[config.mk]
export PLATFORM = sky130hd
export DESIGN_NAME = mr_debug_uart
export DESIGN_NICKNAME = d
export VERILOG_FILES = /design/src/rtl/mr_debug_uart.sv
export SDC_FILE = /design/constraint.sdc
export NUM_CORES = 1
export LEC_CHECK = 0
export BUFFER_PORTS_ARGS = -buffer_cell sky130_fd_sc_hd__buf_2
export CORE_MARGIN = 5
export CORE_UTILIZATION = 35
export DETAILED_ROUTE_END_ITERATION = 12
export SLEW_MARGIN = 20
export SYNTH_ARGS = -nofsm -noshare
export SYNTH_HDL_FRONTEND = slang
export SYNTH_SLANG_ARGS = --single-unit
[constraint.sdc]
create_clock -name CLK -period 2.8 [get_ports CLK]
set_input_delay 0.28 -clock CLK [delete_from_list [all_inputs] [get_ports CLK]]
set_output_delay 0.28 -clock CLK [all_outputs]
set_load 0.01 [all_outputs]
[src/rtl/mr_debug_uart.sv]
// mr_debug_uart: sends the 16-bit register DEBUG word as an ASCII hex line
// ("1A2F\r\n") over an 8N1 UART TX pin. Only the latest value is sent, so
// values that change during a frame are coalesced.
//
// Ports
//   CLK    in   1   system clock, all state on the rising edge
//   RST    in   1   asynchronous active-low reset
//   DEBUG  in   16  debug word, sampled synchronously
//   EN     in   1   1: frames may start; 0: no new frame (a running frame completes)
//   SEND   in   1   1-cycle pulse: force a frame even if DEBUG is unchanged
//   TX     out  1   UART serial output, idle high (registered)
//   BUSY   out  1   high while a frame is on the wire (registered)
module mr_debug_uart #(
    parameter int CLK_DIV  = 434,   // clock cycles per UART bit, >= 2
    parameter bit EOL_CRLF = 1'b1   // 1: CR,LF line end; 0: LF only
) (
    input  logic        CLK,
    input  logic        RST,
    input  logic [15:0] DEBUG,
    input  logic        EN,
    input  logic        SEND,
    output logic        TX,
    output logic        BUSY
);

    localparam int             BW        = (CLK_DIV > 1) ? $clog2(CLK_DIV) : 1;
    localparam logic [BW-1:0]  BAUD_LAST = BW'(CLK_DIV - 1);
    localparam logic [2:0]     LAST_CHAR = EOL_CRLF ? 3'd5 : 3'd4;

    typedef enum logic [1:0] {IDLE, START, DATA, STOP} state_t;

    state_t        state, state_n;
    logic [BW-1:0] baud_cnt, baud_cnt_n;
    logic [2:0]    bit_idx, bit_idx_n;
    logic [2:0]    char_idx, char_idx_n;
    logic [15:0]   snap, snap_n;
    logic [15:0]   last_sent, last_sent_n;
    logic          pend_send, pend_send_n;
    logic          tx_n, busy_n;

    logic [7:0]    cur_char;
    logic [2:0]    bit_nxt;
    logic          trigger;
    logic          baud_end;

    // Uppercase hex digit: '0'..'9' = 0x30.., 'A'..'F' = 0x41..
    function automatic logic [7:0] hex_char(input logic [3:0] n);
        return (n < 4'd10) ? (8'h30 + {4'h0, n}) : (8'h37 + {4'h0, n});
    endfunction

    always_comb begin
        cur_char = 8'h0A;
        case (char_idx)
            3'd0: cur_char = hex_char(snap[15:12]);
            3'd1: cur_char = hex_char(snap[11:8]);
            3'd2: cur_char = hex_char(snap[7:4]);
            3'd3: cur_char = hex_char(snap[3:0]);
            3'd4: cur_char = EOL_CRLF ? 8'h0D : 8'h0A;
            default: cur_char = 8'h0A;
        endcase
    end

    assign trigger  = EN & ((DEBUG != last_sent) | SEND | pend_send);
    assign baud_end = (baud_cnt == BAUD_LAST);
    assign bit_nxt  = bit_idx + 3'd1;

    always_comb begin
        state_n     = state;
        baud_cnt_n  = baud_cnt;
        bit_idx_n   = bit_idx;
        char_idx_n  = char_idx;
        snap_n      = snap;
        last_sent_n = last_sent;
        pend_send_n = pend_send;
        tx_n        = TX;
        busy_n      = BUSY;

        if (state == IDLE) begin
            if (trigger) begin
                snap_n      = DEBUG;
                last_sent_n = DEBUG;
                pend_send_n = 1'b0;
                char_idx_n  = 3'd0;
                baud_cnt_n  = '0;
                state_n     = START;
                tx_n        = 1'b0;
                busy_n      = 1'b1;
            end else if (SEND) begin
                // SEND with EN low is remembered until EN returns
                pend_send_n = 1'b1;
            end
        end else begin
            // A SEND that arrives mid-frame forces one more frame afterwards
            if (SEND) pend_send_n = 1'b1;
            baud_cnt_n = baud_cnt + BW'(1);
            if (baud_end) begin
                baud_cnt_n = '0;
                case (state)
                    START: begin
                        state_n   = DATA;
                        bit_idx_n = 3'd0;
                        tx_n      = cur_char[0];
                    end
                    DATA: begin
                        if (bit_idx == 3'd7) begin
                            state_n = STOP;
                            tx_n    = 1'b1;
                        end else begin
                            bit_idx_n = bit_nxt;
                            tx_n      = cur_char[bit_nxt];
                        end
                    end
                    STOP: begin
                        if (char_idx == LAST_CHAR) begin
                            state_n = IDLE;
                            busy_n  = 1'b0;
                        end else begin
                            // back-to-back characters, no idle gap
                            char_idx_n = char_idx + 3'd1;
                            state_n    = START;
                            tx_n       = 1'b0;
                        end
                    end
                    default: state_n = IDLE;
                endcase
            end
        end
    end

    always_ff @(posedge CLK or negedge RST) begin
        if (!RST) begin
            state     <= IDLE;
            baud_cnt  <= '0;
            bit_idx   <= 3'd0;
            char_idx  <= 3'd0;
            snap      <= 16'h0000;
            last_sent <= 16'h0000;
            pend_send <= 1'b0;
            TX        <= 1'b1;
            BUSY      <= 1'b0;
        end else begin
            state     <= state_n;
            baud_cnt  <= baud_cnt_n;
            bit_idx   <= bit_idx_n;
            char_idx  <= char_idx_n;
            snap      <= snap_n;
            last_sent <= last_sent_n;
            pend_send <= pend_send_n;
            TX        <= tx_n;
            BUSY      <= busy_n;
        end
    end

endmodule

==> results_dict.tcl, run 1 <==
set metrics [dict create \
    grt_antenna_before_repair 0 \
    clkLatencyLatePin_ns 0.30 \
    fin_ws_ns 0.433 \
    setup_viol_count_final 0 \
    cts_buffers 5 \
    yosys_warnings 0 \
    synthTopCellsByArea "dfrtp_1 33%, ha_1 8.0%, o21ai_0 6.4%" \
    period_share_pct 84.5 \
    synth_nets 346 \
    antennaDiodeCount 0 \
    finalNonFillerCells 421 \
    placement.cell_area_um2 2790 \
    cp_data_required_time_ns 3.00 \
    relSlewSlack_pct 43.6 \
    clkTransAtPathRegs_ns 0.09 \
    cts.sinks 36 \
    r2r-end "TX" \
    endpoint_kind "register" \
    firstDrtPassIters 4 \
    synth_top_cell_by_area "dfrtp_1" \
    outcome "finished clean" \
    avgSynthCellArea_um2 8.57 \
    nets 358 \
    initial_core_util_pct 36.3 \
    clockRootBuffer "clkbuf_8" \
    finClkSkew_ns 0.0155 \
    preCtsSetupSlack_ns 0.451 \
    grt_pass1_vias 2207 \
    fin_crit_ns 2.37 \
    critPathLaunchType "register" \
    leakage_uw 0.00121 \
    fmax_mhz 423 \
    path_class "reg2reg" \
    grt_util_all_layers_pct 13.8 \
    synth_cell_type_count 52 \
    syn_inst 309 \
    stdcell_area_um2 2880 \
    fp.dieH_um 97.0 \
    max_slew.worst_pin.slew_ns 0.847 \
    ant_nets 0 \
    vdd_ir_drop_max_mv 0.227 \
    syn-cell-area_um2 2650 \
    core_area_um2 7290 \
    arrival_ns 2.57 \
    max-cap-violations 0 \
    hpwl_um 4830 \
    vias 2236 \
    dieArea_um2 9410 \
    rrSetupSlack_ns 0.43 \
    ios 22 \
    gp_congestion 0.918 \
    netlist.area_leader.share_pct 33.1 \
    hold_path.class "in2async" \
    fp-row-count 31 \
    grt_max_degree 37 \
    clk_path_buf_depth 2 \
    mostFrequentLayoutCell "nand2_1" \
    drive_above_1_share_pct 14.3 \
    post-place-cells 413 \
    routedWlPerCell_um 14.9 \
    post_cts_buffers 0 \
    maxSlewViolCount 0 \
    cts_max_level 2 \
    grt_pass1_wl_um 10600 \
    worstPathMaxFanout 11 \
    ys_seq_elements 36 \
    async_flop_share_pct 100 \
    wl_um 6280 \
    overflow 0 \
    reg2reg_from "char_idx[2]" \
    drc_errors 0 \
    final_cell_mix "39 x nand2_1, 35 x dfrtp_1, 34 x o21ai_0, 21 x buf_2, 20 x inv_1" \
    hold_viol_final 0 \
    ys_seq_area_share_pct 34.1 \
    die_w_um 97.0 \
    grt_setup_unrepaired "false" \
    hold_buffers 0 \
    io_buffers 21 \
    via_per_inst 5.31 \
    worstSetupStartpoint "char_idx[2]" \
    tns_ns 0 \
    p_total_uw 945 \
    r2r_cells 9 \
    cts_tree "done" \
    synth_ff_type "dfrtp_1" \
    drt_iter0_markers 95 \
    area_growth_pct 8.64 \
    cts_resized 0 \
    synth_edf_count 0 \
    powerDensity_nw_per_um2 328 \
]
## worst max path at each step
stage	slack [ns]	cells past startpoint	to
2_1_floorplan	0.75	10	TX
5_1_grt	0.24	9	TX
3_5_place_dp	0.45	9	TX
4_1_cts	0.42	9	TX
6_report	0.43	9	TX
3_3_place_gp	0.46	9	TX
## cell type report
class | instances | area [µm²]
Fill cell | 786 | 4410
Tap cell | 99 | 124
Sequential cell | 36 | 902
Timing Repair Buffer | 22 | 113
Inverter | 20 | 75.1
Clock buffer | 5 | 68.8
Clock inverter | 3 | 21.3
Multi-Input combinational cell | 236 | 1570
## worst max-delay path: stages, from the launching register on
cell and delay [ns]:
dfrtp_1 0.50, inv_1 0.20, ha_1 0.36, inv_1 0.11, or4_1 0.47, nand4_1 0.10
or4_1 0.13, o211ai_1 0.08, o311a_1 0.12, o31ai_1 0.19
## cells in the mapped netlist (3+ instances only)
cell type and n:
nor2_1 12, or3_1 4, nand2_1 39, xnor2_1 8
and3_1 4, nor3_1 5, xor2_1 12, inv_1 20
nand3_1 5, buf_6 4, nor4_1 4, o21a_1 5
buf_2 3, nand4_1 3, a211oi_1 3, nor2b_1 7
mux2_2 8, clkbuf_1 10, a21oi_1 14, o21ai_0 34
o31ai_1 5, dfrtp_1 35, ha_1 17, a22oi_1 3
nand2b_1 10
## through the flow
step           hold WS (ns)  util (%)
2_1_floorplan       -0.0156         -
3_3_place_gp          0.435      38.2
3_5_place_dp          0.437      38.2
4_1_cts               0.110      39.5
5_1_grt               0.165      39.5
6_report             0.0827      39.5
## where the power goes
group          internal [µW]       switching (µW)
clock                    177                  207
sequential               519  0.00000000000000935
combinational           15.9                 25.5
total                    712                  233
## flip-flops by register name (all words and copies together) (netlist names)
signal / cells
state: 2
last_sent: 16
bit_idx: 3
pend_send: 1
BUSY: 1
baud_cnt: 9
TX: 1
char_idx: 3
## logic make-up (layout without fill, tap and decap cells)
| group | Yosys count | after routing | share of synthesized area [%] |
|---|---|---|---|
| flops | 36 | 36 | 34.1 |
| buf+inv | 37 | 50 | 6.52 |
| fa+ha+maj | 17 | 17 | 8.03 |
| xor+xnor | 20 | 20 | 6.61 |
| compound gates | 87 | 87 | 21.3 |
| mux | 8 | 8 | 3.40 |
| simple gates | 104 | 104 | 20.1 |
## layer usage
layer / wire [µm] / GRT usage [%] / up-vias
met3: 343 / 3.45 / 6
met4: 94 / 4.75 / 0
met1: 2950 / 18.1 / 1058
li1: - / - / 1123
met5: 0 / 0 / -
met2: 2900 / 21.9 / 49
No activity file was read; power rests on OpenSTA's default activity.
==> run 2: changes to the inputs <==
- ABC_AREA: unset -> 1
- clock period: 2.8 -> 2.4 ns (I/O delays scaled with it)
==> run 2 against run 1 <==
Clock skew is 0.011 ns lower; sequential cell count stayed put; core utilization is 0.97 points higher; largest cell class unchanged; hold slack worse by 0.026 ns; non-clock buffer count stayed put; register-to-register slack hardly changed; global-route usage is 0.051 points higher; critical endpoint is now char_idx[2].
==> results_dict.tcl, run 2 <==
set metrics [dict create \
    ant_nets 0 \
    hpwl_um 4530 \
    vdd_ir_drop_max_mv 0.499 \
    finClkSkew_ns 0.00478 \
    worst-path-stages 9 \
    synthTopCellsByArea "dfrtp_1 34%, nand2_1 16%, ha_1 8.1%" \
    synth-xor-area-share_pct 5.03 \
    drt_iter0_markers 94 \
    synth_fa_ha_area_share_pct 8.15 \
    final_util_pct 40.4 \
    fp-row-count 31 \
    netlist.area_leader.share_pct 33.6 \
    mostFrequentLayoutCell "nand2_1" \
    synth_edf_count 0 \
    hold_ws_ns 0.0565 \
    cts.sinks 36 \
    via_per_inst 4.86 \
    path_class "reg2reg" \
    ys_seq_area_share_pct 34.6 \
    clk_path_buf_depth 2 \
    clkLatencyLatePin_ns 0.29 \
    synth_mux_area_share_pct 0 \
    drc_errors 0 \
    antennaDiodeCount 0 \
    synth_cell_type_count 36 \
    hold_buffers 0 \
    synth_top_cell_by_area "dfrtp_1" \
    arrival_ns 2.15 \
    synth.most_common_cell "nand2_1" \
    relSlewSlack_pct 42.9 \
    area_growth_pct 12.4 \
    crit_family "buffers and inverters" \
    top_register "last_sent" \
    grt_antenna_before_repair 0 \
    reg2reg_from "state[0]" \
    tns_ns 0 \
    period_share_pct 82.0 \
    nets 430 \
    grt_pass1_vias 2278 \
    vias 2395 \
    r2r_cells 9 \
    grt_setup_unrepaired "false" \
    outcome "finished clean" \
    rrSetupSlack_ns 0.43 \
    cp.buffers_inverters 3 \
    fmax_mhz 508 \
    cts_max_level 2 \
    critPathLaunchType "register" \
    fp.dieH_um 96.4 \
    yosys_warnings 0 \
    final_cell_mix "109 x nand2_1, 46 x inv_1, 35 x dfrtp_1, 27 x nor2_1, 26 x nand3_1" \
    leakage_uw 0.00139 \
    routedWlPerCell_um 11.9 \
    avgSynthCellArea_um2 7.07 \
    core_area_um2 7250 \
    grt_pass1_wl_um 10200 \
    gp_congestion 0.836 \
    cts_resized 0 \
    firstDrtPassIters 4 \
    r2r-end "char_idx[2]" \
    die_w_um 96.4 \
    async_flop_share_pct 100 \
    synthSimpleGateAreaFrac_pct 29.1 \
    max-cap-violations 0 \
    clockRootBuffer "clkbuf_8" \
    maxSlewViolCount 0 \
    nFillCells 769 \
    hold_path.class "in2async" \
    largest_register_ff_count 16 \
    synth_compound_area_share_pct 14.6 \
    max_slew.worst_pin.slew_ns 0.856 \
    endpoint_kind "register" \
    worstPathMaxFanout 9 \
    synth_nets 406 \
    reg_top3 "last_sent: 16 flops, baud_cnt: 9 flops" \
    setup_viol_count_final 0 \
    initial_core_util_pct 36.0 \
    syn-cell-area_um2 2610 \
    path_cells "inv_1 -> ha_1 -> inv_1 -> nand2_2 -> nand2_1 -> inv_2 -> nand2_4 -> nand2_1 -> o21ai_0" \
    hold_viol_final 0 \
    io_buffers 21 \
    grt_max_degree 37 \
    grt_util_all_layers_pct 13.8 \
    cts_tree "done" \
    cts_buffers 5 \
    ys_seq_elements 36 \
    post_cts_buffers 0 \
    synth_top_family_by_area "simple AND/OR/NAND/NOR gates" \
    netlist_top_cells_count "109 x nand2_1, 46 x inv_1, 35 x dfrtp_1, 27 x nor2_1, 26 x nand3_1" \
    critPathMaxStageDelay_ns 0.44 \
    synth_ff_type "dfrtp_1" \
    syn_inst 369 \
    dieArea_um2 9280 \
    cp_data_required_time_ns 2.58 \
    overflow 0 \
    drive_above_1_share_pct 11.4 \
    cp_slowest_cell "dfrtp_1" \
    fin_crit_ns 1.97 \
    powerDensity_nw_per_um2 1220 \
    wl_um 5890 \
    clkTransAtPathRegs_ns 0.08 \
    ios 22 \
]
-- run 2: cell count changes after synthesis, moves of 15 or more --
cell / change
inv_1: +26
nand2_1: +70
nand3_1: +21
nor2_1: +15
o21ai_1: +16
-- run 2: stage by stage --
| stage | instance area, µm² | cells | setup slack (ns) | power [µW] |
|---|---|---|---|---|
| CTS | 2930 | 493 | 0.441 | 3590 |
| finish | 2930 | 493 | 0.432 | 3570 |
| detailed placement | 2810 | 485 | 0.467 | 2970 |
| global route | 2930 | 493 | 0.237 | 3930 |
| global placement | 2810 | 485 | 0.498 | 2950 |
| floorplan | 2610 | 369 | 0.756 | 2550 |
-- run 2: worst max-delay path by stage --
stage	from	endpoint	slack, ns
after floorplan	char_idx[0]	TX	0.76
after global placement	state[0]	last_sent[7]	0.50
after detailed placement	state[0]	char_idx[2]	0.47
after CTS	state[0]	char_idx[2]	0.44
after global routing	state[0]	char_idx[0]	0.24
final	state[0]	char_idx[2]	0.43
-- run 2: where the power goes --
| part | switching (µW) | leakage (µW) | internal, µW |
|---|---|---|---|
| clock network | 236 | 0.0000645 | 367 |
| registers | 207 | 0.000457 | 836 |
| logic | 1240 | 0.000873 | 686 |
-- run 2: layer usage --
metal	track usage [%]	part of all wire (%)	up-vias
li1	-	-	1240
met1	19.7	51	1111
met2	21.7	45	37
met3	1.95	2.5	7
met4	3.86	1.3	0
met5	0	0	-
-- run 2: cell families (layout without fill, tap and decap cells) --
kind of cell / Yosys count / after routing
flip-flops: 36 / 36
adder cells (fa/ha/maj): 17 / 17
XOR/XNOR: 15 / 15
AND/OR/NAND/NOR: 179 / 179
AO/OA/AOI/OAI: 68 / 68
buffers and inverters: 54 / 79
-- run 2: worst reg2reg max path, stage by stage (launching register included) --
cell and delay (ns):
dfrtp_1 0.44, inv_1 0.11, ha_1 0.39, inv_1 0.27, nand2_2 0.23, nand2_1 0.09, inv_2 0.12, nand2_4 0.07
nand2_1 0.06, o21ai_0 0.08
-- run 2: layout make-up --
class                   instances  area (µm²)  area share, %
well taps                      99         124           4.22
clock buffers                   7        96.3           3.28
clock inverters                 1        30.0           1.02
repair buffers                 22         113           3.84
inverters                      49         184           6.27
flip-flops and latches         36         902           30.8
multi-input cells             279        1480           50.6
==> run 3: changes to the inputs <==
- clock period: 2.4 -> 2 ns (I/O delays scaled with it)
==> run 3 against run 2 <==
The run now ends with negative hold slack left; critical path depth grew 4; cell count is 0.41% higher; power rose by 18%; maximum frequency increased by 7.0%; clock-buffer cell count did not move; register-to-register slack got worse by 0.27 ns; largest cell class unchanged.
==> results_dict.tcl, run 3 (same netlist as run 2, synthesis figures left out) <==
set metrics [dict create \
    top_register "last_sent" \
    core_area_um2 7250 \
    grt_pass1_vias 2298 \
    maxSlewViolCount 0 \
    endpoint_kind "register" \
    grt_max_degree 37 \
    powerDensity_nw_per_um2 1430 \
    drive_above_1_share_pct 13.1 \
    final_util_pct 40.6 \
    path_cells "ha_1 -> ha_4 -> inv_1 -> nand4_1 -> nand2_1 -> o21bai_1 -> nor2_1 -> a21oi_1 -> nand2_1 -> nand2_1 -> nand2_1 -> nand2_1 -> nand2_1" \
    cts_buffers 5 \
    fp-row-count 31 \
    cp_slowest_cell "dfrtp_1" \
    cp_data_required_time_ns 2.23 \
    worstPathMaxFanout 6 \
    arrival_ns 2.07 \
    hold_ws_ns -0.00229 \
    clkLatencyLatePin_ns 0.29 \
    critPathLaunchType "register" \
    relSlewSlack_pct 45.0 \
    max-cap-violations 0 \
    initial_core_util_pct 36.0 \
    area_growth_pct 12.8 \
    cp_common_cell "nand2_1" \
    reg_top3 "last_sent: 16 flops, baud_cnt: 9 flops" \
    hpwl_um 4600 \
    leakage_uw 0.00138 \
    cts_tree "done" \
    clkTransAtPathRegs_ns 0.08 \
    finClkSkew_ns 0.00673 \
    nFillCells 789 \
    drc_errors 0 \
    gp_congestion 0.835 \
    overflow 0 \
    hold_path.class "in2async" \
    fp.dieH_um 96.4 \
    p_total_uw 4220 \
    routedWlPerCell_um 12.2 \
    ant_nets 0 \
    fin_crit_ns 1.84 \
    final_cell_mix "109 x nand2_1, 43 x inv_1, 35 x dfrtp_1, 26 x nor2_1, 26 x nand3_1" \
    mostFrequentLayoutCell "nand2_1" \
    use_met1_pct 18.9 \
    post-place-cells 486 \
    finalNonFillerCells 495 \
    cts_max_level 2 \
    preCtsSetupSlack_ns 0.0826 \
    outcome "complete, but fails checks" \
    dieArea_um2 9280 \
    max_slew.worst_pin.slew_ns 0.826 \
    ios 22 \
    violations "negative hold slack" \
    cts.sinks 36 \
    clk_path_buf_depth 2 \
    stdcell_area_um2 2950 \
    via_per_inst 4.85 \
    path_class "reg2reg" \
    fin_ws_ns 0.161 \
    grt_busiest_layer "met2" \
    setup_viol_count_final 0 \
    wl_um 6060 \
    io_buffers 21 \
    fmax_mhz 544 \
    drt_iter0_markers 92 \
    antennaDiodeCount 0 \
    firstDrtPassIters 4 \
    grt_use_met3_pct 2.35 \
    largest_register_ff_count 16 \
    clockRootBuffer "clkbuf_8" \
    placement.cell_area_um2 2810 \
    grt_setup_unrepaired "true" \
    grt_pass1_wl_um 10300 \
    die_w_um 96.4 \
    grt_antenna_before_repair 0 \
    hold_buffers 0 \
    nets 432 \
    critPathMaxStageDelay_ns 0.42 \
    vdd_ir_drop_max_mv 0.457 \
    gr-usage-met2_pct 23.3 \
    period_share_pct 92.0 \
    hold_viol_final 8 \
    grt_util_all_layers_pct 14.1 \
    vias 2401 \
]
==> run 3: changes by cell type in the layout (fill, tap and decap cells not counted), sizes merged <==
cell,previous run,this run
clkinvlp,0,2
buf,22,23
bufinv,1,0
inv,49,48
nor2,30,31
==> run 3: per-stage QoR <==
step / TNS (ns) / hold slack (ns)
finish: 0 / -0.00229
detailed placement: 0 / 0.356
CTS: 0 / 0.0358
floorplan: 0 / -0.0956
global route: -0.0576 / 0.0763
global placement: 0 / 0.352
==> run 3: layout make-up <==
cell class,count,area (µm²),area share [%]
inverter,49,188,6.37
sequential,36,902,30.6
timing repair buffer,23,120,4.08
clock inverter,1,7.51,0.255
multi-input combinational,280,1520,51.5
clock buffer,7,86.3,2.93
tap,99,124,4.21
==> run 3: final timing paths <==
check | startpoint | endpoint | slack, ns | depth (start not counted)
worst max-delay path | char_idx[0] | TX | 0.16 | 13
worst min-delay path | RST | last_sent[6] | -0.002 | 1
worst max register to register | char_idx[0] | TX | 0.16 | 13
worst min register to register | TX | TX | 0.47 | 2
max in group asynchronous | RST | char_idx[0] | 1.47 | 1
min in group CLK | DEBUG[5] | last_sent[5] | 0.14 | 3
==> run 3: layer usage <==
| layer | up-vias | share of wire (%) | routed length [µm] |
|---|---|---|---|
| met5 | - | 0 | 0 |
| met3 | 6 | 2.5 | 149 |
| met2 | 22 | 46 | 2810 |
| met1 | 1121 | 50 | 3040 |
| li1 | 1252 | - | - |
| met4 | 0 | 0.99 | 60 |
==> run 3: critical path: cells and delay by family (launching register included) <==
kind / cells / cell delay [ns]
flops: 1 / 0.42
fa+ha+maj: 2 / 0.43
simple gates: 8 / 0.58
buf+inv: 1 / 0.11
compound gates: 2 / 0.23
==> run 3: power by group <==
group	leakage, µW	switching (µW)	internal [µW]
sequential	0.000457	251	1000
clock	0.0000445	276	280
combinational	0.000874	1540	863
==> run 3: timing repair <==
action                                  CTS  global route
endpoints found under the setup margin    0            17
gates resized for setup                   0             9
setup buffers                             0             0
